## src/rtl/rx_event_pkg.sv

```systemverilog
// Shared constants for the receive status word: bit offsets above the payload byte.
package rx_event_pkg;

  localparam int unsigned RX_BIT_PRESENT  = 0;
  localparam int unsigned RX_BIT_COMPLETE = 1;
  localparam int unsigned RX_BIT_VALID    = 2;
  localparam int unsigned RX_BIT_ABORT    = 3;
  localparam int unsigned RX_BIT_OVF      = 4;
  localparam int unsigned RX_FLAG_W       = 5;
  localparam int unsigned RX_RSVD_W       = 3;

  function automatic int unsigned rx_word_w(input int unsigned data_w);
    return data_w + RX_FLAG_W + RX_RSVD_W;
  endfunction

endpackage

```

## src/rtl/rx_event_fifo_if.sv

```systemverilog
// Host-side status handshake: head word with strobe/accept plus occupancy.
interface rx_event_fifo_if
  import rx_event_pkg::*;
#(
  parameter int unsigned DATA_W = 8,
  parameter int unsigned DEPTH  = 8
);
  localparam int unsigned WORD_W  = rx_word_w(DATA_W);
  localparam int unsigned LEVEL_W = $clog2(DEPTH + 1);

  logic [WORD_W-1:0]  rx_data;
  logic               rx_strobe;
  logic               rx_accept;
  logic [LEVEL_W-1:0] fifo_level;

  modport master (output rx_data, output rx_strobe, output fifo_level, input rx_accept);
  modport slave  (input rx_data, input rx_strobe, input fifo_level, output rx_accept);

endinterface

```

## src/rtl/rx_event_fifo_sync_fifo.sv

```systemverilog
// Register-array FIFO with a registered head word; full/empty come from the level count.
module sync_fifo #(
  parameter int unsigned WIDTH = 16,
  parameter int unsigned DEPTH = 8
) (
  input  logic                         clk,
  input  logic                         reset,
  input  logic                         push,
  input  logic [WIDTH-1:0]             push_data,
  input  logic                         pop,
  output logic                         push_ok_c,
  output logic [WIDTH-1:0]             rd_data,
  output logic                         valid,
  output logic [$clog2(DEPTH+1)-1:0]   level
);
  localparam int unsigned PTR_W   = $clog2(DEPTH);
  localparam int unsigned LEVEL_W = $clog2(DEPTH + 1);

  logic [WIDTH-1:0]   mem [DEPTH];
  logic [PTR_W-1:0]   wr_ptr;
  logic [PTR_W-1:0]   rd_ptr;
  logic [PTR_W-1:0]   rd_ptr_next;
  logic [LEVEL_W-1:0] level_next;
  logic               full;
  logic               empty;
  logic               pop_ok;
  logic               fwd;

  always_comb begin
    full        = (level == LEVEL_W'(DEPTH));
    empty       = (level == '0);
    pop_ok      = pop && !empty;
    push_ok_c   = push && (!full || pop_ok);
    level_next  = level + LEVEL_W'(push_ok_c) - LEVEL_W'(pop_ok);
    rd_ptr_next = rd_ptr + PTR_W'(pop_ok);
    // The new head is the word being written when nothing else remains after the pop.
    fwd         = push_ok_c && (level == LEVEL_W'(pop_ok));
  end

  always_ff @(posedge clk) begin
    if (push_ok_c) mem[wr_ptr] <= push_data;
  end

  always_ff @(posedge clk) begin
    if (reset) begin
      wr_ptr  <= '0;
      rd_ptr  <= '0;
      level   <= '0;
      valid   <= 1'b0;
      rd_data <= '0;
    end else begin
      wr_ptr <= wr_ptr + PTR_W'(push_ok_c);
      rd_ptr <= rd_ptr_next;
      level  <= level_next;
      valid  <= (level_next != '0);
      // Head holds its last value once the FIFO drains.
      if (level_next != '0) rd_data <= fwd ? push_data : mem[rd_ptr_next];
    end
  end

endmodule

```

## src/rtl/rx_event_fifo.sv

```systemverilog
// Synchronises deframer event levels, edge-detects them, packs status words and queues them for the host.
module rx_event_fifo
  import rx_event_pkg::*;
#(
  parameter int unsigned DATA_W      = 8,
  parameter int unsigned DEPTH       = 8,
  parameter int unsigned SYNC_STAGES = 2
) (
  input  logic              clk,
  input  logic              reset,
  input  logic              byte_ready,
  input  logic              frame_complete,
  input  logic              frame_valid,
  input  logic              abort,
  input  logic [DATA_W-1:0] dout,
  rx_event_fifo_if.master   host
);
  localparam int unsigned WORD_W = rx_word_w(DATA_W);
  localparam int unsigned B      = DATA_W;

  logic [3:0]        async_in;
  logic [3:0]        sync_q [SYNC_STAGES];
  logic [3:0]        sync_last;
  logic [2:0]        hist;
  logic [2:0]        evt;
  logic              push;
  logic              push_ok;
  logic              overflow_pending;
  logic [WORD_W-1:0] word;

  // Bit order: 0 byte_ready, 1 frame_complete, 2 abort, 3 frame_valid.
  assign async_in  = {frame_valid, abort, frame_complete, byte_ready};
  assign sync_last = sync_q[SYNC_STAGES-1];

  always_ff @(posedge clk) begin
    if (reset) begin
      for (int unsigned i = 0; i < SYNC_STAGES; i++) sync_q[i] <= '0;
      hist <= '0;
    end else begin
      sync_q[0] <= async_in;
      for (int unsigned i = 1; i < SYNC_STAGES; i++) sync_q[i] <= sync_q[i-1];
      hist <= sync_last[2:0];
    end
  end

  always_comb begin
    evt  = sync_last[2:0] & ~hist;
    push = |evt;
    word = '0;
    if (evt[0]) word[DATA_W-1:0] = dout;
    word[B + RX_BIT_PRESENT]  = evt[0];
    word[B + RX_BIT_COMPLETE] = evt[1];
    word[B + RX_BIT_VALID]    = evt[1] & sync_last[3];
    word[B + RX_BIT_ABORT]    = evt[2];
    word[B + RX_BIT_OVF]      = overflow_pending;
  end

  // Remembers dropped words so the next accepted word can flag the gap.
  always_ff @(posedge clk) begin
    if (reset)                overflow_pending <= 1'b0;
    else if (push && !push_ok) overflow_pending <= 1'b1;
    else if (push_ok)          overflow_pending <= 1'b0;
  end

  sync_fifo #(
    .WIDTH (WORD_W),
    .DEPTH (DEPTH)
  ) u_fifo (
    .clk       (clk),
    .reset     (reset),
    .push      (push),
    .push_data (word),
    .pop       (host.rx_accept),
    .push_ok_c (push_ok),
    .rd_data   (host.rx_data),
    .valid     (host.rx_strobe),
    .level     (host.fifo_level)
  );

endmodule
```

## src/flat_wrapper.sv

```systemverilog
// flat-port wrapper written by rule: the top's interface ports become plain ports
module rx_event_fifo_flat import rx_event_pkg::*;
#(
  parameter int unsigned DATA_W      = 8,
  parameter int unsigned DEPTH       = 8,
  parameter int unsigned SYNC_STAGES = 2
)
  (clk, reset, byte_ready, frame_complete, frame_valid, abort, dout, host_rx_data, host_rx_strobe, host_fifo_level, host_rx_accept);
  rx_event_fifo_if #(.DATA_W(DATA_W), .DEPTH(DEPTH)) host_i ();
  input  logic clk;
  input  logic reset;
  input  logic byte_ready;
  input  logic frame_complete;
  input  logic frame_valid;
  input  logic abort;
  input  logic [DATA_W-1:0] dout;
  output wire logic [$bits(host_i.rx_data)-1:0] host_rx_data;
  output wire logic [$bits(host_i.rx_strobe)-1:0] host_rx_strobe;
  output wire logic [$bits(host_i.fifo_level)-1:0] host_fifo_level;
  input wire logic [$bits(host_i.rx_accept)-1:0] host_rx_accept;
  assign host_rx_data = host_i.rx_data;
  assign host_rx_strobe = host_i.rx_strobe;
  assign host_fifo_level = host_i.fifo_level;
  assign host_i.rx_accept = host_rx_accept;
  rx_event_fifo #(.DATA_W(DATA_W), .DEPTH(DEPTH), .SYNC_STAGES(SYNC_STAGES)) u_core (.clk(clk), .reset(reset), .byte_ready(byte_ready), .frame_complete(frame_complete), .frame_valid(frame_valid), .abort(abort), .dout(dout), .host(host_i));
endmodule
```

## config.mk

```make
export PLATFORM = sky130hd
export DESIGN_NAME = rx_event_fifo_flat
export DESIGN_NICKNAME = d
export VERILOG_FILES = /design/src/rtl/rx_event_pkg.sv /design/src/rtl/rx_event_fifo_if.sv /design/src/rtl/rx_event_fifo_sync_fifo.sv /design/src/rtl/rx_event_fifo.sv /design/src/flat_wrapper.sv
export SDC_FILE = /design/constraint.sdc
export NUM_CORES = 1
export LEC_CHECK = 0
export ABC_CLOCK_PERIOD_IN_PS = 4400
export BUFFER_PORTS_ARGS = -buffer_cell sky130_fd_sc_hd__buf_2
export CAP_MARGIN = 30
export CORE_UTILIZATION = 60
export CTS_CLUSTER_SIZE = 16
export DETAILED_ROUTE_END_ITERATION = 10
export MAX_ROUTING_LAYER = met4
export PLACE_DENSITY_LB_ADDON = 0.3
export SYNTH_ARGS = -nofsm -noshare
export SYNTH_HDL_FRONTEND = slang
export SYNTH_SLANG_ARGS = --single-unit
```

## constraint.sdc

```tcl
create_clock -name clk -period 4.4 [get_ports clk]
set_clock_uncertainty 0.1 [all_clocks]
set_input_delay 0.44 -clock clk [delete_from_list [all_inputs] [get_ports clk]]
set_output_delay 0.44 -clock clk [all_outputs]
set_load 0.01 [all_outputs]
```

[Yosys cells after proc, flatten, opt, wreduce, memory -nomap -nowiden]
Memories as Yosys holds them, arrays and structs flattened.
Index checks and enable logic that the tools add are counted.
Storage, ports and cells
  register bits after elaboration: 31
  memory bits (writable): 112
  word-level logic and storage cells: 43
  memories: 2
Operators by class
  add/sub/neg operators: 4
  equality and inequality tests: 2
  multiplexer cells: 11
  bitwise logic cells: 5
  reductions and logical operators: 12
Memory list
  u_core.u_fifo.mem: words 8, bits a word 13, read ports 1, clocked after Yosys merged registers in 0, wr ports 1, RTL line rx_event_fifo_sync_fifo.sv:19  | logic [WIDTH-1:0] mem [DEPTH];
  u_core.sync_q: words 2, bits a word 4, read ports 2, clocked after Yosys merged registers in 0, wr ports 2, RTL line rx_event_fifo.sv:22  | logic [3:0] sync_q [SYNC_STAGES];
Operator list (count)
  16-bit 2-to-1 mux: 1
  4-bit 2-to-1 mux: 2
  8-bit 2-to-1 mux: 1
  1-bit 2-to-1 mux: 7
  3-bit by 1-bit adder with 3-bit output: 2
  4-bit by 1-bit adder with 4-bit output: 1
  4-bit by 1-bit == test with 1-bit output: 1
  4-bit == test (second input constant): 1
  1-bit logical AND: 4
  4-bit zero test: 1
  4-bit nonzero test: 1
  4-bit by 1-bit subtractor with 4-bit output: 1
  3-bit bitwise AND: 1
  1-bit zero test: 3
  3-bit NOT: 1
  3-bit OR reduction: 1
  1-bit bitwise OR: 2
  2-bit nonzero test: 1
  1-bit bitwise AND: 1
  1-bit logical OR: 1

[Logic depth before layout (Yosys ltp)]
Gate-level depths: netlist of run 1.
  depth after elaboration: 8
  gate-level depth with buffers: 16
  gate-level depth less buffers: 14

[Cells and area by module]
Synthesis of run 1 repeated with hierarchy kept, for this count alone.
Second synthesis, totals
  cells, all modules: 414
  area total of the unflattened synthesis: 6874.1 um^2
Modules (own cells, without submodules)
  sync_fifo: instances 1, cells an instance 373, area each 6419.9 um^2, seq. area each 4384.2 um^2
  rx_event_fifo: instances 1, cells an instance 41, area each 454.2 um^2, seq. area each 240.2 um^2

[Least setup slack after synthesis of run 1]
OpenSTA, ideal clock, no wires.
  path kind: flip-flop to flip-flop
  from: memory u_core.sync_q[1][1], in the netlist u_core.sync_q[0][5]
  to: register u_core.u_fifo.rd_data[12]
  arrival: 3153 ps
  required time: 4227 ps
  path slack: 1074 ps
  cell stages (with the launch flop): 15
  clock period less this slack: 3326 ps
  cell sequence: dfxtp_1 -> nor2b_1 -> nor3_1 -> a31oi_1 -> inv_1 -> o21ai_0 -> ha_1 -> inv_1 -> fa_1 -> xnor2_1 -> a2111oi_0 -> or2_1 -> buf_6 -> or4b_4 -> o211ai_2
RTL lines
  from (decl): RTL line rx_event_fifo.sv:22
  to (signal assigned): RTL line rx_event_fifo_sync_fifo.sv:57  | if (level_next != '0) rd_data <= fwd ? push_data : mem[rd_ptr_next];
  to (decl): RTL line rx_event_fifo_sync_fifo.sv:12  | output logic [WIDTH-1:0] rd_data,

[Worst setup path in the final report of run 1]
  from: register u_core.u_fifo.level[2]
  to: register u_core.u_fifo.rd_data[2]
On the way
  word-level cells in the longest chain between the ends: 8
  elaborated cells between the ends (all ways): 15
  classes of those cells: add/sub (3); eq/ne (2); mux (1); reduce/logical (8); memory (1)
Ends and longest elaborated chain
  from (decl): RTL line rx_event_fifo_sync_fifo.sv:14  | output logic [$clog2(DEPTH+1)-1:0] level
  from (signal assigned): RTL line rx_event_fifo_sync_fifo.sv:54  | level <= level_next;
  4-bit zero test: RTL line rx_event_fifo_sync_fifo.sv:31  | empty = (level == '0);
  1-bit zero test: RTL line rx_event_fifo_sync_fifo.sv:32  | pop_ok = pop && !empty;
  1-bit logical AND: RTL line rx_event_fifo_sync_fifo.sv:32
  1-bit logical OR: RTL line rx_event_fifo_sync_fifo.sv:33  | push_ok_c = push && (!full || pop_ok);
  1-bit logical AND: RTL line rx_event_fifo_sync_fifo.sv:33
  4-bit by 1-bit adder with 4-bit output: RTL line rx_event_fifo_sync_fifo.sv:34  | level_next = level + LEVEL_W'(push_ok_c) - LEVEL_W'(pop_ok);
  4-bit by 1-bit subtractor with 4-bit output: RTL line rx_event_fifo_sync_fifo.sv:34
  4-bit nonzero test: RTL line rx_event_fifo_sync_fifo.sv:57
Several ways; a longest one is shown, not always the timed one.
A chain may end at the register's enable or synchronous reset.

==> results of run 1 <==
==> cell families after synthesis <==
kind of cell	Yosys count	share of synthesized area (%)
fa+ha+maj	10	2.33
xor+xnor	4	0.617
compound gates	22	4.12
flops	140	67.7
mux	39	12.6
buf+inv	28	2.93
other cells	1	0.0660
simple gates	90	9.69
==> metal layers <==
metal,GRT usage (%),share of wire (%)
met1,32.8,42
met2,41.2,51
met3,6.61,5.5
met4,10.2,1.8
met5,-,0
==> metrics by stage <==
step | area (um2) | hold slack (ps) | util, % | power [mW] | std cells
global route | 6630 | 6.78 | 72.1 | 4.64 | 507
global placement | 5990 | 320 | 65.2 | 2.88 | 475
detailed placement | 5990 | 325 | 65.2 | 2.92 | 475
CTS | 6630 | 17.9 | 72.1 | 4.45 | 507
floorplan | 5690 | 314 | - | 2.66 | 336
finish | 6630 | 28.7 | 72.1 | 4.43 | 507
==> synth_stat cells <==
cell	number
sky130_fd_sc_hd__a2111oi_0	1
sky130_fd_sc_hd__a2111oi_1	1
sky130_fd_sc_hd__a21boi_0	1
sky130_fd_sc_hd__a21o_1	1
sky130_fd_sc_hd__a21oi_1	2
sky130_fd_sc_hd__a31oi_1	1
sky130_fd_sc_hd__and2_1	12
sky130_fd_sc_hd__buf_2	7
sky130_fd_sc_hd__buf_4	6
sky130_fd_sc_hd__buf_6	4
sky130_fd_sc_hd__clkbuf_1	4
sky130_fd_sc_hd__conb_1	1
sky130_fd_sc_hd__dfxtp_1	36
sky130_fd_sc_hd__edfxtp_1	104
sky130_fd_sc_hd__fa_1	1
sky130_fd_sc_hd__ha_1	9
sky130_fd_sc_hd__inv_1	6
sky130_fd_sc_hd__inv_2	1
sky130_fd_sc_hd__mux2i_1	13
sky130_fd_sc_hd__mux4_2	26
sky130_fd_sc_hd__nand2_1	6
sky130_fd_sc_hd__nand2b_1	5
sky130_fd_sc_hd__nand3_1	6
sky130_fd_sc_hd__nand3_2	10
sky130_fd_sc_hd__nand3b_1	1
sky130_fd_sc_hd__nand4_1	12
sky130_fd_sc_hd__nor2_1	13
sky130_fd_sc_hd__nor2b_1	19
sky130_fd_sc_hd__nor3_1	3
sky130_fd_sc_hd__o211a_1	1
sky130_fd_sc_hd__o211ai_2	3
sky130_fd_sc_hd__o21ai_0	1
sky130_fd_sc_hd__o221ai_1	3
sky130_fd_sc_hd__o221ai_2	7
sky130_fd_sc_hd__or2_1	1
sky130_fd_sc_hd__or3_1	1
sky130_fd_sc_hd__or4b_4	1
sky130_fd_sc_hd__xnor2_1	2
sky130_fd_sc_hd__xor2_1	2
==> final timing paths <==
| check | from | to | slack, ps | depth (start not counted) |
|---|---|---|---|---|
| worst max-delay path | u_core.u_fifo.level[2]$_SDFF_PP0_ | u_core.u_fifo.rd_data[2]$_SDFFE_PP0P_ | 370 | 14 |
| worst min-delay path | frame_complete | u_core.sync_q[0][1]$_SDFF_PP0_ | 30 | 2 |
| worst max register to register | u_core.u_fifo.level[2]$_SDFF_PP0_ | u_core.u_fifo.rd_data[2]$_SDFFE_PP0P_ | 370 | 14 |
| worst min register to register | u_core.sync_q[0][2]$_SDFF_PP0_ | u_core.sync_q[0][6]$_SDFF_PP0_ | 330 | 1 |
==> state kept, by name, summed over array words and instances (netlist names) <==
| signal | cells |
|---|---|
| u_core.sync_q | 8 |
| u_core.overflow_pending | 1 |
| u_core.u_fifo.rd_data | 13 |
| u_core.u_fifo.valid | 1 |
| u_core.u_fifo.rd_ptr | 3 |
| u_core.u_fifo.level | 4 |
| u_core.u_fifo.mem | 104 |
| u_core.hist | 3 |
| u_core.u_fifo.wr_ptr | 3 |
==> worst max-delay path: stages, from the launching register on <==
cell and delay (ps):
sky130_fd_sc_hd__dfxtp_1 340, sky130_fd_sc_hd__inv_1 100, sky130_fd_sc_hd__ha_1 240, sky130_fd_sc_hd__nand2b_1 170
sky130_fd_sc_hd__a31oi_1 370, sky130_fd_sc_hd__inv_1 80, sky130_fd_sc_hd__o21ai_0 160, sky130_fd_sc_hd__ha_1 210
sky130_fd_sc_hd__inv_1 60, sky130_fd_sc_hd__fa_1 520, sky130_fd_sc_hd__nand3b_1 90, sky130_fd_sc_hd__a2111oi_0 650
sky130_fd_sc_hd__nor2_1 180, sky130_fd_sc_hd__nand3_2 410, sky130_fd_sc_hd__o221ai_1 190
==> area by class of cell <==
class	instances	area [um2]	share of cell area (%)
Sequential cell	140	3840	58.0
Multi-Input combinational cell	168	1700	25.6
Clock buffer	18	418	6.30
Timing Repair Buffer	49	288	4.34
Clock inverter	14	220	3.32
Tap cell	111	139	2.09
Inverter	7	26.3	0.396
==> placed cells by master, fill, tap and decap left out, types with 2 or more instances in the layout <==
cell                         instances
sky130_fd_sc_hd__a21oi_1             2
sky130_fd_sc_hd__and2_1             12
sky130_fd_sc_hd__buf_2              32
sky130_fd_sc_hd__buf_4              17
sky130_fd_sc_hd__bufinv_16           5
sky130_fd_sc_hd__clkbuf_16          16
sky130_fd_sc_hd__clkinv_4            4
sky130_fd_sc_hd__clkinvlp_4          4
sky130_fd_sc_hd__conb_1              3
sky130_fd_sc_hd__dfxtp_1            36
sky130_fd_sc_hd__edfxtp_1          104
sky130_fd_sc_hd__ha_1                9
sky130_fd_sc_hd__inv_1               6
sky130_fd_sc_hd__mux2i_1            13
sky130_fd_sc_hd__mux4_2             26
sky130_fd_sc_hd__nand2_1             6
sky130_fd_sc_hd__nand2b_1            5
sky130_fd_sc_hd__nand3_1             6
sky130_fd_sc_hd__nand3_2            10
sky130_fd_sc_hd__nand4_1            12
sky130_fd_sc_hd__nor2_1             13
sky130_fd_sc_hd__nor2b_1            19
sky130_fd_sc_hd__nor3_2              2
sky130_fd_sc_hd__o211ai_2            3
sky130_fd_sc_hd__o221ai_1            3
sky130_fd_sc_hd__o221ai_2            7
sky130_fd_sc_hd__xnor2_1             2
==> power by group through the flow <==
stage / Clock (mW) / Combinational, mW / Sequential [mW]
floorplan: 0 / 1.03 / 1.64
global placement: 0 / 1.27 / 1.62
detailed placement: 0 / 1.30 / 1.62
CTS: 1.54 / 1.32 / 1.60
global route: 1.60 / 1.43 / 1.61
finish: 1.52 / 1.31 / 1.60
==> flow_results.xml, run 1 <==
<?xml version="1.0" encoding="UTF-8"?>
<metrics>
  <group name="clock_tree">
    <metric name="worstSkewPairLatency" unit="ps">520</metric>
    <metric name="clock-sinks" unit="">140</metric>
    <metric name="post_cts_buffers" unit="">0</metric>
    <metric name="max-clock-path-buffers" unit="">2</metric>
    <metric name="cts.repair.resized" unit="">0</metric>
    <metric name="cts_tree" unit="">yes</metric>
    <metric name="ctsRootBufferMaster" unit="">sky130_fd_sc_hd__clkbuf_8</metric>
    <metric name="post_cts_hold_buffer_count" unit="">0</metric>
    <metric name="htree_levels" unit="">4</metric>
    <metric name="cts-buffers-inserted" unit="">17</metric>
    <metric name="register_clock_pin_slew_on_the_reported_worst_setup_and_hold_paths" unit="ps">60</metric>
  </group>
  <group name="timing">
    <metric name="finalHoldViolations" unit="">0</metric>
    <metric name="setup-tns-final" unit="ps">0</metric>
    <metric name="grt_setup_unrepaired" unit="">no</metric>
    <metric name="post-route-period-util" unit="%">91.5</metric>
    <metric name="worst_slew_pin_slew" unit="ps">820</metric>
    <metric name="finalSetupViolations" unit="">0</metric>
    <metric name="max-slew-margin-rel" unit="%">45.3</metric>
    <metric name="fmax" unit="MHz">248</metric>
    <metric name="timing_max_transition_violations_final" unit="">0</metric>
    <metric name="finalWorstPathRequiredPeriod" unit="ps">4030</metric>
    <metric name="fin_ws" unit="ps">373</metric>
  </group>
  <group name="grt">
    <metric name="wire_length_of_the_first_global_routing_pass" unit="mm">17.7</metric>
    <metric name="grt_remaining_overflow" unit="">0</metric>
    <metric name="antenna_found_initial" unit="">0</metric>
    <metric name="vias_in_the_first_global_route" unit="">3171</metric>
    <metric name="gr-usage-all-layers" unit="%">26.1</metric>
    <metric name="pin_count_of_the_biggest_net_entering_global_routing" unit="">29</metric>
  </group>
  <group name="layout">
    <metric name="drive_above_1_share" unit="%">33.1</metric>
    <metric name="final_net_count" unit="">408</metric>
    <metric name="flow.area_growth_from_synthesis" unit="%">16.7</metric>
    <metric name="num-fill-cells" unit="">565</metric>
    <metric name="antenna_cells" unit="">0</metric>
  </group>
  <group name="hold_path">
    <metric name="hold_class" unit="">in -&gt; reg</metric>
  </group>
  <group name="die">
    <metric name="fp-row-count" unit="">35</metric>
    <metric name="die-height" unit="um">99.3</metric>
    <metric name="placeableCoreArea" unit="um2">9200</metric>
    <metric name="dieArea" unit="um2">9860</metric>
    <metric name="top_level_ports" unit="">36</metric>
    <metric name="starting_density_of_the_core" unit="%">61.8</metric>
    <metric name="die_w" unit="um">99.3</metric>
  </group>
  <group name="power">
    <metric name="combinational_power_share" unit="%">29.5</metric>
    <metric name="power_share_of_the_sequential_group" unit="%">36.1</metric>
    <metric name="power.share.switching" unit="%">30.2</metric>
    <metric name="p_leak" unit="nW">2.37</metric>
    <metric name="clock_power_share" unit="%">34.4</metric>
    <metric name="power.switching" unit="mW">1.34</metric>
    <metric name="irDropWorstVdd" unit="mV">0.378</metric>
    <metric name="p_int" unit="mW">3.09</metric>
    <metric name="p_per_area" unit="nW/um2">668</metric>
  </group>
  <group name="worst_setup_path">
    <metric name="cp-start-kind" unit="">flop</metric>
    <metric name="worst_setup_path_end_kind" unit="">flop</metric>
    <metric name="timing.setup.critical_path_class" unit="">reg -&gt; reg</metric>
    <metric name="cp_data_arrival_time" unit="ps">4310</metric>
    <metric name="required" unit="ps">4690</metric>
    <metric name="critPathMaxFanout" unit="">13</metric>
  </group>
  <group name="route">
    <metric name="postRouteAntennaNets" unit="">0</metric>
    <metric name="detail_route.wirelength" unit="mm">11.2</metric>
    <metric name="route.detailed.wl_per_inst" unit="um">22.0</metric>
    <metric name="via_per_inst" unit="">6.09</metric>
    <metric name="drt_first_iter_violations" unit="">258</metric>
    <metric name="detailedRoute.firstPassIterationCount" unit="">5</metric>
    <metric name="routed-via-count" unit="">3086</metric>
    <metric name="post-route-drc-count" unit="">0</metric>
  </group>
  <group name="synth">
    <metric name="yosysSeqAreaShare" unit="%">67.7</metric>
    <metric name="synth_largest_type_area_fraction" unit="%">55.0</metric>
    <metric name="synth_area_leaders" unit="">sky130_fd_sc_hd__edfxtp_1, sky130_fd_sc_hd__dfxtp_1, sky130_fd_sc_hd__mux4_2</metric>
    <metric name="synth_area_leader_cell" unit="">sky130_fd_sc_hd__edfxtp_1</metric>
    <metric name="syn-cell-area" unit="um2">5680</metric>
    <metric name="syn_area_per_cell" unit="um2">17.0</metric>
    <metric name="syn-instance-count" unit="">334</metric>
    <metric name="synth-warning-count" unit="">0</metric>
    <metric name="netlist-cell-type-count" unit="">39</metric>
    <metric name="synth_seq_cells" unit="">140</metric>
  </group>
  <group name="placed_design">
    <metric name="gp_congestion" unit="">0.796</metric>
    <metric name="portBuffers" unit="">32</metric>
    <metric name="place_hpwl" unit="mm">6.54</metric>
    <metric name="preCtsSetupSlack" unit="ps">482</metric>
  </group>
  <group name="flow_run">
    <metric name="cap_viol_max_count" unit="">0</metric>
  </group>
  <group name="outcome">
    <metric name="status" unit="">complete, no violations</metric>
  </group>
</metrics>
Note: power is estimated with default switching activity, not from simulation.
==> run 2: changes to the inputs <==
- CORE_UTILIZATION: 60 -> 61
- SYNTH_HIERARCHICAL: not set -> 1
==> flow_results.xml, run 2 <==
<?xml version="1.0" encoding="UTF-8"?>
<metrics>
  <group name="outcome">
    <metric name="status" unit="">complete, no violations</metric>
  </group>
  <group name="power">
    <metric name="p_leak" unit="nW">2.88</metric>
    <metric name="power.share.switching" unit="%">29.1</metric>
    <metric name="power_share_of_the_sequential_group" unit="%">42.7</metric>
    <metric name="power.switching" unit="mW">1.29</metric>
    <metric name="report.power.total" unit="mW">4.44</metric>
    <metric name="clock_power_share" unit="%">30.6</metric>
    <metric name="irDropWorstVdd" unit="mV">0.374</metric>
    <metric name="combinational_power_share" unit="%">26.7</metric>
    <metric name="p_per_area" unit="nW/um2">557</metric>
    <metric name="p_int" unit="mW">3.15</metric>
  </group>
  <group name="timing">
    <metric name="grt_setup_unrepaired" unit="">no</metric>
    <metric name="fmax" unit="MHz">241</metric>
    <metric name="finalHoldWorstSlack" unit="ps">30.6</metric>
    <metric name="timing_max_transition_violations_final" unit="">0</metric>
    <metric name="setup-tns-final" unit="ps">0</metric>
    <metric name="finalWorstPathRequiredPeriod" unit="ps">4140</metric>
    <metric name="max-slew-margin-rel" unit="%">44.0</metric>
    <metric name="finalHoldViolations" unit="">0</metric>
    <metric name="finalSetupViolations" unit="">0</metric>
    <metric name="worst_slew_pin_slew" unit="ps">837</metric>
    <metric name="post-route-period-util" unit="%">94.2</metric>
  </group>
  <group name="worst_setup_path">
    <metric name="timing.setup.critical_path_class" unit="">reg -&gt; reg</metric>
    <metric name="cp-start-kind" unit="">flop</metric>
    <metric name="worst_setup_path_end_kind" unit="">flop</metric>
    <metric name="critical_path.reg2reg.startpoint" unit="">u_core/u_fifo/level[2]$_SDFF_PP0_</metric>
    <metric name="cp_data_arrival_time" unit="ps">4500</metric>
    <metric name="r2r_setup_slack" unit="ps">260</metric>
    <metric name="startpoint" unit="">u_core/u_fifo/level[2]$_SDFF_PP0_</metric>
    <metric name="crit-reg2reg-capture" unit="">u_core/u_fifo/rd_data[1]$_SDFFE_PP0P_</metric>
    <metric name="critPathMaxFanout" unit="">16</metric>
    <metric name="required" unit="ps">4750</metric>
    <metric name="worstRegToRegCells" unit="">13</metric>
  </group>
  <group name="clock_tree">
    <metric name="max-clock-path-buffers" unit="">2</metric>
    <metric name="cts_tree" unit="">yes</metric>
    <metric name="post_cts_buffers" unit="">0</metric>
    <metric name="register_clock_pin_slew_on_the_reported_worst_setup_and_hold_paths" unit="ps">60</metric>
    <metric name="cts-buffers-inserted" unit="">17</metric>
    <metric name="cts.repair.resized" unit="">0</metric>
    <metric name="ctsRootBufferMaster" unit="">sky130_fd_sc_hd__clkbuf_8</metric>
    <metric name="htree_levels" unit="">4</metric>
    <metric name="clock-sinks" unit="">167</metric>
    <metric name="post_cts_hold_buffer_count" unit="">2</metric>
    <metric name="worstSkewPairLatency" unit="ps">540</metric>
  </group>
  <group name="grt">
    <metric name="gr-usage-all-layers" unit="%">26.5</metric>
    <metric name="groute.layer.met1.usage" unit="%">34.5</metric>
    <metric name="global_route.usage.met2" unit="%">39.4</metric>
    <metric name="grt_remaining_overflow" unit="">0</metric>
    <metric name="met3_resource_use_gr" unit="%">6.15</metric>
    <metric name="vias_in_the_first_global_route" unit="">3838</metric>
    <metric name="global_route.peak_usage_layer" unit="">met2</metric>
    <metric name="antenna_found_initial" unit="">0</metric>
    <metric name="pin_count_of_the_biggest_net_entering_global_routing" unit="">57</metric>
    <metric name="wire_length_of_the_first_global_routing_pass" unit="mm">20.9</metric>
  </group>
  <group name="route">
    <metric name="post-route-drc-count" unit="">0</metric>
    <metric name="via_per_inst" unit="">5.96</metric>
    <metric name="detailedRoute.firstPassIterationCount" unit="">4</metric>
    <metric name="routed-via-count" unit="">3851</metric>
    <metric name="drt_first_iter_violations" unit="">325</metric>
    <metric name="detail_route.wirelength" unit="mm">13.5</metric>
    <metric name="route.detailed.wl_per_inst" unit="um">20.9</metric>
    <metric name="postRouteAntennaNets" unit="">0</metric>
  </group>
  <group name="die">
    <metric name="starting_density_of_the_core" unit="%">63.1</metric>
    <metric name="die_w" unit="um">108</metric>
    <metric name="top_level_ports" unit="">36</metric>
    <metric name="dieArea" unit="um2">11700</metric>
    <metric name="fp-row-count" unit="">38</metric>
    <metric name="placeableCoreArea" unit="um2">10900</metric>
    <metric name="die-height" unit="um">108</metric>
  </group>
  <group name="synth">
    <metric name="yosys.area_share.adder" unit="%">1.93</metric>
    <metric name="syn-cell-area" unit="um2">6870</metric>
    <metric name="synth_largest_type_area_fraction" unit="%">55.9</metric>
    <metric name="yosysSeqAreaShare" unit="%">67.3</metric>
    <metric name="post_synth_and_or_nand_nor_area_fraction" unit="%">10.4</metric>
    <metric name="syn-instance-count" unit="">414</metric>
    <metric name="synthFlopType" unit="">sky130_fd_sc_hd__edfxtp_1</metric>
    <metric name="synth_enable_flop_cells" unit="">128</metric>
    <metric name="synth_area_leaders" unit="">sky130_fd_sc_hd__edfxtp_1, sky130_fd_sc_hd__dfxtp_1, sky130_fd_sc_hd__mux4_2</metric>
    <metric name="mux_cell_area_share_after_synthesis" unit="%">12.8</metric>
    <metric name="syn_area_per_cell" unit="um2">16.6</metric>
    <metric name="async_reset_ff_share" unit="%">0</metric>
    <metric name="synthXorXnorAreaFrac" unit="%">0.637</metric>
    <metric name="synth_compound_gate_area_share" unit="%">4.59</metric>
    <metric name="synth_area_leader_cell" unit="">sky130_fd_sc_hd__edfxtp_1</metric>
    <metric name="netlist-cell-type-count" unit="">45</metric>
    <metric name="synth_top_cells_by_count" unit="">sky130_fd_sc_hd__edfxtp_1, sky130_fd_sc_hd__nor2b_1, sky130_fd_sc_hd__dfxtp_1</metric>
    <metric name="synth-warning-count" unit="">6</metric>
    <metric name="synth.most_common_cell" unit="">sky130_fd_sc_hd__edfxtp_1</metric>
    <metric name="combinational_family_with_the_most_area_after_synthesis" unit="">multiplexers</metric>
    <metric name="synth_seq_cells" unit="">167</metric>
  </group>
  <group name="hold_path">
    <metric name="hold_class" unit="">in -&gt; reg</metric>
    <metric name="worst_hold_path.endpoint" unit="">u_core/sync_q[0][1]$_SDFF_PP0_</metric>
    <metric name="holdPathStages" unit="">2</metric>
    <metric name="hold_path_startpoint" unit="">frame_complete</metric>
  </group>
  <group name="layout">
    <metric name="antenna_cells" unit="">0</metric>
    <metric name="final_common_cell" unit="">sky130_fd_sc_hd__edfxtp_1</metric>
    <metric name="largestRegisters" unit="">u_core/u_fifo/mem (128), u_core/u_fifo/rd_data (16), u_core/sync_q (8)</metric>
    <metric name="final_net_count" unit="">518</metric>
    <metric name="drive_above_1_share" unit="%">29.2</metric>
    <metric name="flow.area_growth_from_synthesis" unit="%">15.9</metric>
    <metric name="postLayoutCoreUtil" unit="%">73.2</metric>
    <metric name="largest_register_ffs" unit="">128</metric>
    <metric name="layout.cells.most_common_list" unit="">sky130_fd_sc_hd__edfxtp_1, sky130_fd_sc_hd__nor2b_1, sky130_fd_sc_hd__dfxtp_1</metric>
    <metric name="most_flop_heavy_register" unit="">u_core/u_fifo/mem</metric>
  </group>
  <group name="placed_design">
    <metric name="gp_congestion" unit="">0.794</metric>
    <metric name="place_hpwl" unit="mm">8.40</metric>
    <metric name="portBuffers" unit="">35</metric>
  </group>
  <group name="flow_run">
    <metric name="cap_viol_max_count" unit="">0</metric>
  </group>
</metrics>
-- run 2: changes by cell type in the layout (fill, tap and decap cells not counted), sizes merged, moves of 6 or more --
| cell | delta |
|---|---|
| clkbuf | +7 |
| buf | +6 |
| nand3 | -15 |
| edfxtp | +24 |
| o21ai | +15 |
| o211ai | +13 |
| mux4 | +6 |
| o221ai | -10 |
| nor2b | +29 |
| conb | +24 |
-- run 2: power groups by stage --
| stage | logic [mW] | clock network [mW] | registers, mW |
|---|---|---|---|
| after global placement | 1.14 | 0 | 1.92 |
| after global routing | 1.27 | 1.43 | 1.91 |
| after floorplan | 0.841 | 0 | 1.94 |
| after detailed placement | 1.17 | 0 | 1.93 |
| after CTS | 1.18 | 1.38 | 1.90 |
| final | 1.19 | 1.36 | 1.90 |
-- run 2: area by class of cell --
cell class | count | area [um2]
Clock buffer | 25 | 517
Tap cell | 140 | 175
Fill cell | 649 | 2920
Multi-Input combinational cell | 242 | 2240
Inverter | 8 | 30.0
Clock inverter | 7 | 40.0
Timing Repair Buffer | 57 | 345
Sequential cell | 167 | 4620
-- run 2: per-layer routing --
layer,vias up,wire length [um]
met5,-,0
met4,0,342
met3,33,918
met2,136,6580
met1,1948,5680
li1,1734,-
-- run 2: stage by stage --
| step | instances | setup WS [ps] | area (um2) |
|---|---|---|---|
| global route | 646 | 91.2 | 7970 |
| finish | 646 | 255 | 7970 |
| CTS | 646 | 265 | 7970 |
| global placement | 612 | 455 | 7390 |
| floorplan | 440 | 703 | 6970 |
| detailed placement | 612 | 300 | 7390 |
-- run 2: cells by family (layout without fill, tap and decap cells) --
logic type,count (synthesis),in the layout
buffers and inverters,31,97
muxes,48,48
DFF,167,167
adders and majority gates,10,10
and+or+nand+nor,114,114
xor gates and xnor gates,5,5
AOI/OAI and AO/OA,38,38
other,1,27
-- run 2: critical path: stages (launching register included) --
cell	delay (ps)
sky130_fd_sc_hd__dfxtp_1	310
sky130_fd_sc_hd__inv_1	100
sky130_fd_sc_hd__ha_1	210
sky130_fd_sc_hd__or3b_1	430
sky130_fd_sc_hd__and2_1	190
sky130_fd_sc_hd__ha_1	280
sky130_fd_sc_hd__inv_1	70
sky130_fd_sc_hd__ha_1	190
sky130_fd_sc_hd__inv_1	60
sky130_fd_sc_hd__fa_1	480
sky130_fd_sc_hd__and3b_1	220
sky130_fd_sc_hd__and4_1	230
sky130_fd_sc_hd__or4_1	870
sky130_fd_sc_hd__o211ai_1	320
-- run 2: how the worst max path moves through the flow --
stage | end | cells after the start
finish | u_core/u_fifo/rd_data[1]$_SDFFE_PP0P_ | 13
global route | u_core/u_fifo/rd_data[1]$_SDFFE_PP0P_ | 13
CTS | u_core/u_fifo/rd_data[1]$_SDFFE_PP0P_ | 13
detailed placement | u_core/u_fifo/rd_data[4]$_SDFFE_PP0P_ | 13
global placement | u_core/u_fifo/rd_data[4]$_SDFFE_PP0P_ | 13
floorplan | u_core/u_fifo/rd_data[10]$_SDFFE_PP0P_ | 16
==> run 3: changes to the inputs <==
- CORE_ASPECT_RATIO: not set -> 1.1
==> flow_results.xml, run 3 (synthesized netlist as in run 2, its figures left out) <==
<?xml version="1.0" encoding="UTF-8"?>
<metrics>
  <group name="layout">
    <metric name="flow.area_growth_from_synthesis" unit="%">16.6</metric>
    <metric name="multi_input_comb_area" unit="um2">2240</metric>
    <metric name="largest_register_ffs" unit="">128</metric>
    <metric name="drive_above_1_share" unit="%">29.4</metric>
    <metric name="num-fill-cells" unit="">654</metric>
    <metric name="antenna_cells" unit="">0</metric>
    <metric name="most_flop_heavy_register" unit="">u_core/u_fifo/mem</metric>
    <metric name="layout.cells.most_common_list" unit="">sky130_fd_sc_hd__edfxtp_1, sky130_fd_sc_hd__nor2b_1, sky130_fd_sc_hd__dfxtp_1</metric>
    <metric name="final_common_cell" unit="">sky130_fd_sc_hd__edfxtp_1</metric>
    <metric name="final_net_count" unit="">518</metric>
    <metric name="largestRegisters" unit="">u_core/u_fifo/mem (128), u_core/u_fifo/rd_data (16), u_core/sync_q (8)</metric>
    <metric name="ff_latch_area" unit="um2">4620</metric>
    <metric name="postLayoutCellArea" unit="um2">8020</metric>
  </group>
  <group name="power">
    <metric name="irDropWorstVdd" unit="mV">0.336</metric>
    <metric name="p_leak" unit="nW">2.90</metric>
    <metric name="p_per_area" unit="nW/um2">571</metric>
  </group>
  <group name="route">
    <metric name="postRouteAntennaNets" unit="">0</metric>
    <metric name="via_per_inst" unit="">6.10</metric>
    <metric name="drt_first_iter_violations" unit="">399</metric>
    <metric name="routed-via-count" unit="">3981</metric>
    <metric name="detail_route.wirelength" unit="mm">14.4</metric>
    <metric name="route.detailed.wl_per_inst" unit="um">22.0</metric>
    <metric name="detailedRoute.firstPassIterationCount" unit="">5</metric>
    <metric name="post-route-drc-count" unit="">0</metric>
  </group>
  <group name="clock_tree">
    <metric name="cts_tree" unit="">yes</metric>
    <metric name="post_cts_hold_buffer_count" unit="">0</metric>
    <metric name="clock-sinks" unit="">167</metric>
    <metric name="cts.repair.resized" unit="">0</metric>
    <metric name="cts-buffers-inserted" unit="">17</metric>
    <metric name="max-clock-path-buffers" unit="">2</metric>
    <metric name="htree_levels" unit="">4</metric>
    <metric name="worstSkewPairLatency" unit="ps">420</metric>
    <metric name="ctsRootBufferMaster" unit="">sky130_fd_sc_hd__clkbuf_16</metric>
    <metric name="register_clock_pin_slew_on_the_reported_worst_setup_and_hold_paths" unit="ps">60</metric>
    <metric name="post_cts_buffers" unit="">0</metric>
  </group>
  <group name="timing">
    <metric name="finalSetupViolations" unit="">0</metric>
    <metric name="post-route-period-util" unit="%">96.1</metric>
    <metric name="max-slew-margin-rel" unit="%">44.1</metric>
    <metric name="fmax" unit="MHz">237</metric>
    <metric name="worst_slew_pin_slew" unit="ps">839</metric>
    <metric name="setup-tns-final" unit="ps">0</metric>
    <metric name="timing_max_transition_violations_final" unit="">0</metric>
    <metric name="finalWorstPathRequiredPeriod" unit="ps">4230</metric>
    <metric name="finalHoldViolations" unit="">0</metric>
    <metric name="grt_setup_unrepaired" unit="">no</metric>
  </group>
  <group name="hold_path">
    <metric name="hold_path_startpoint" unit="">frame_complete</metric>
    <metric name="hold_class" unit="">in -&gt; reg</metric>
  </group>
  <group name="grt">
    <metric name="grt_remaining_overflow" unit="">0</metric>
    <metric name="wire_length_of_the_first_global_routing_pass" unit="mm">22.3</metric>
    <metric name="vias_in_the_first_global_route" unit="">4100</metric>
    <metric name="gr-usage-all-layers" unit="%">28.1</metric>
    <metric name="antenna_found_initial" unit="">0</metric>
    <metric name="pin_count_of_the_biggest_net_entering_global_routing" unit="">57</metric>
  </group>
  <group name="die">
    <metric name="starting_density_of_the_core" unit="%">62.7</metric>
    <metric name="fp-row-count" unit="">40</metric>
    <metric name="placeableCoreArea" unit="um2">11000</metric>
    <metric name="top_level_ports" unit="">36</metric>
    <metric name="die-height" unit="um">113</metric>
    <metric name="die_w" unit="um">103</metric>
    <metric name="dieArea" unit="um2">11700</metric>
  </group>
  <group name="outcome">
    <metric name="status" unit="">complete, no violations</metric>
  </group>
  <group name="worst_setup_path">
    <metric name="cp_data_arrival_time" unit="ps">4450</metric>
    <metric name="r2r_setup_slack" unit="ps">170</metric>
    <metric name="worst_setup_path_end_kind" unit="">flop</metric>
    <metric name="critPathMaxFanout" unit="">16</metric>
    <metric name="timing.setup.critical_path_class" unit="">reg -&gt; reg</metric>
    <metric name="startpoint" unit="">u_core/u_fifo/level[2]$_SDFF_PP0_</metric>
    <metric name="required" unit="ps">4620</metric>
    <metric name="cp-start-kind" unit="">flop</metric>
    <metric name="critical_path.reg2reg.startpoint" unit="">u_core/u_fifo/level[2]$_SDFF_PP0_</metric>
  </group>
  <group name="placed_design">
    <metric name="detailed_place.area" unit="um2">7430</metric>
    <metric name="place_hpwl" unit="mm">8.56</metric>
    <metric name="gp_congestion" unit="">0.761</metric>
    <metric name="portBuffers" unit="">35</metric>
  </group>
  <group name="flow_run">
    <metric name="cap_viol_max_count" unit="">0</metric>
  </group>
</metrics>
[run 3: changes by cell type in the layout (fill, tap and decap cells not counted), sizes merged]
cell and delta:
buf +2, bufinv +3, clkbuf -6, clkinv +2
dlygate4sd3 -2, inv +1
[run 3: critical path, cell delays in order, from the launching register on]
cell	delay [ps]
sky130_fd_sc_hd__dfxtp_1	300
sky130_fd_sc_hd__inv_1	120
sky130_fd_sc_hd__ha_1	230
sky130_fd_sc_hd__or3b_1	430
sky130_fd_sc_hd__and2_1	190
sky130_fd_sc_hd__ha_1	290
sky130_fd_sc_hd__inv_1	70
sky130_fd_sc_hd__ha_1	180
sky130_fd_sc_hd__inv_1	60
sky130_fd_sc_hd__fa_1	490
sky130_fd_sc_hd__and3b_1	230
sky130_fd_sc_hd__and4_1	220
sky130_fd_sc_hd__or4_1	870
sky130_fd_sc_hd__o211ai_1	340
[run 3: where the power goes]
part           total (mW)  internal (mW)  leakage (nW)  switching (mW)
logic                1.22          0.535          1.13           0.683
registers            1.90           1.82          1.48          0.0742
clock network        1.46          0.888         0.282           0.575
total                4.58           3.25          2.90            1.33
[run 3: path summary, 6_finish.rpt]
| path | end | depth (start not counted) |
|---|---|---|
| max | u_core/u_fifo/rd_data[3]$_SDFFE_PP0P_ | 13 |
| min | u_core/sync_q[0][1]$_SDFF_PP0_ | 2 |
| max reg2reg | u_core/u_fifo/rd_data[3]$_SDFFE_PP0P_ | 13 |
| min reg2reg | u_core/sync_q[0][7]$_SDFF_PP0_ | 1 |
[run 3: cell type report]
class / instances / share of cell area (%)
inverters: 8 / 0.375
flip-flops and latches: 167 / 57.7
multi-input cells: 242 / 27.9
clock inverters: 13 / 1.92
clock buffers: 19 / 5.40
repair buffers: 57 / 4.40
well taps: 147 / 2.29
[run 3: per-stage QoR]
step	std cells	setup WS [ps]	hold WS, ps	util, %	power [mW]
finish	653	172	131	73.1	4.58
global route	653	43.0	142	73.1	4.76
CTS	653	218	114	73.1	4.60
detailed placement	621	254	331	67.8	3.13
global placement	621	453	323	67.8	3.08
floorplan	440	703	311	-	2.78
[run 3: layer usage]
layer / GRT usage [%] / routed length [um]
met1: 35.6 / 5600
met2: 43.2 / 7180
met3: 5.50 / 1030
met4: 14.6 / 553
met5: - / 0
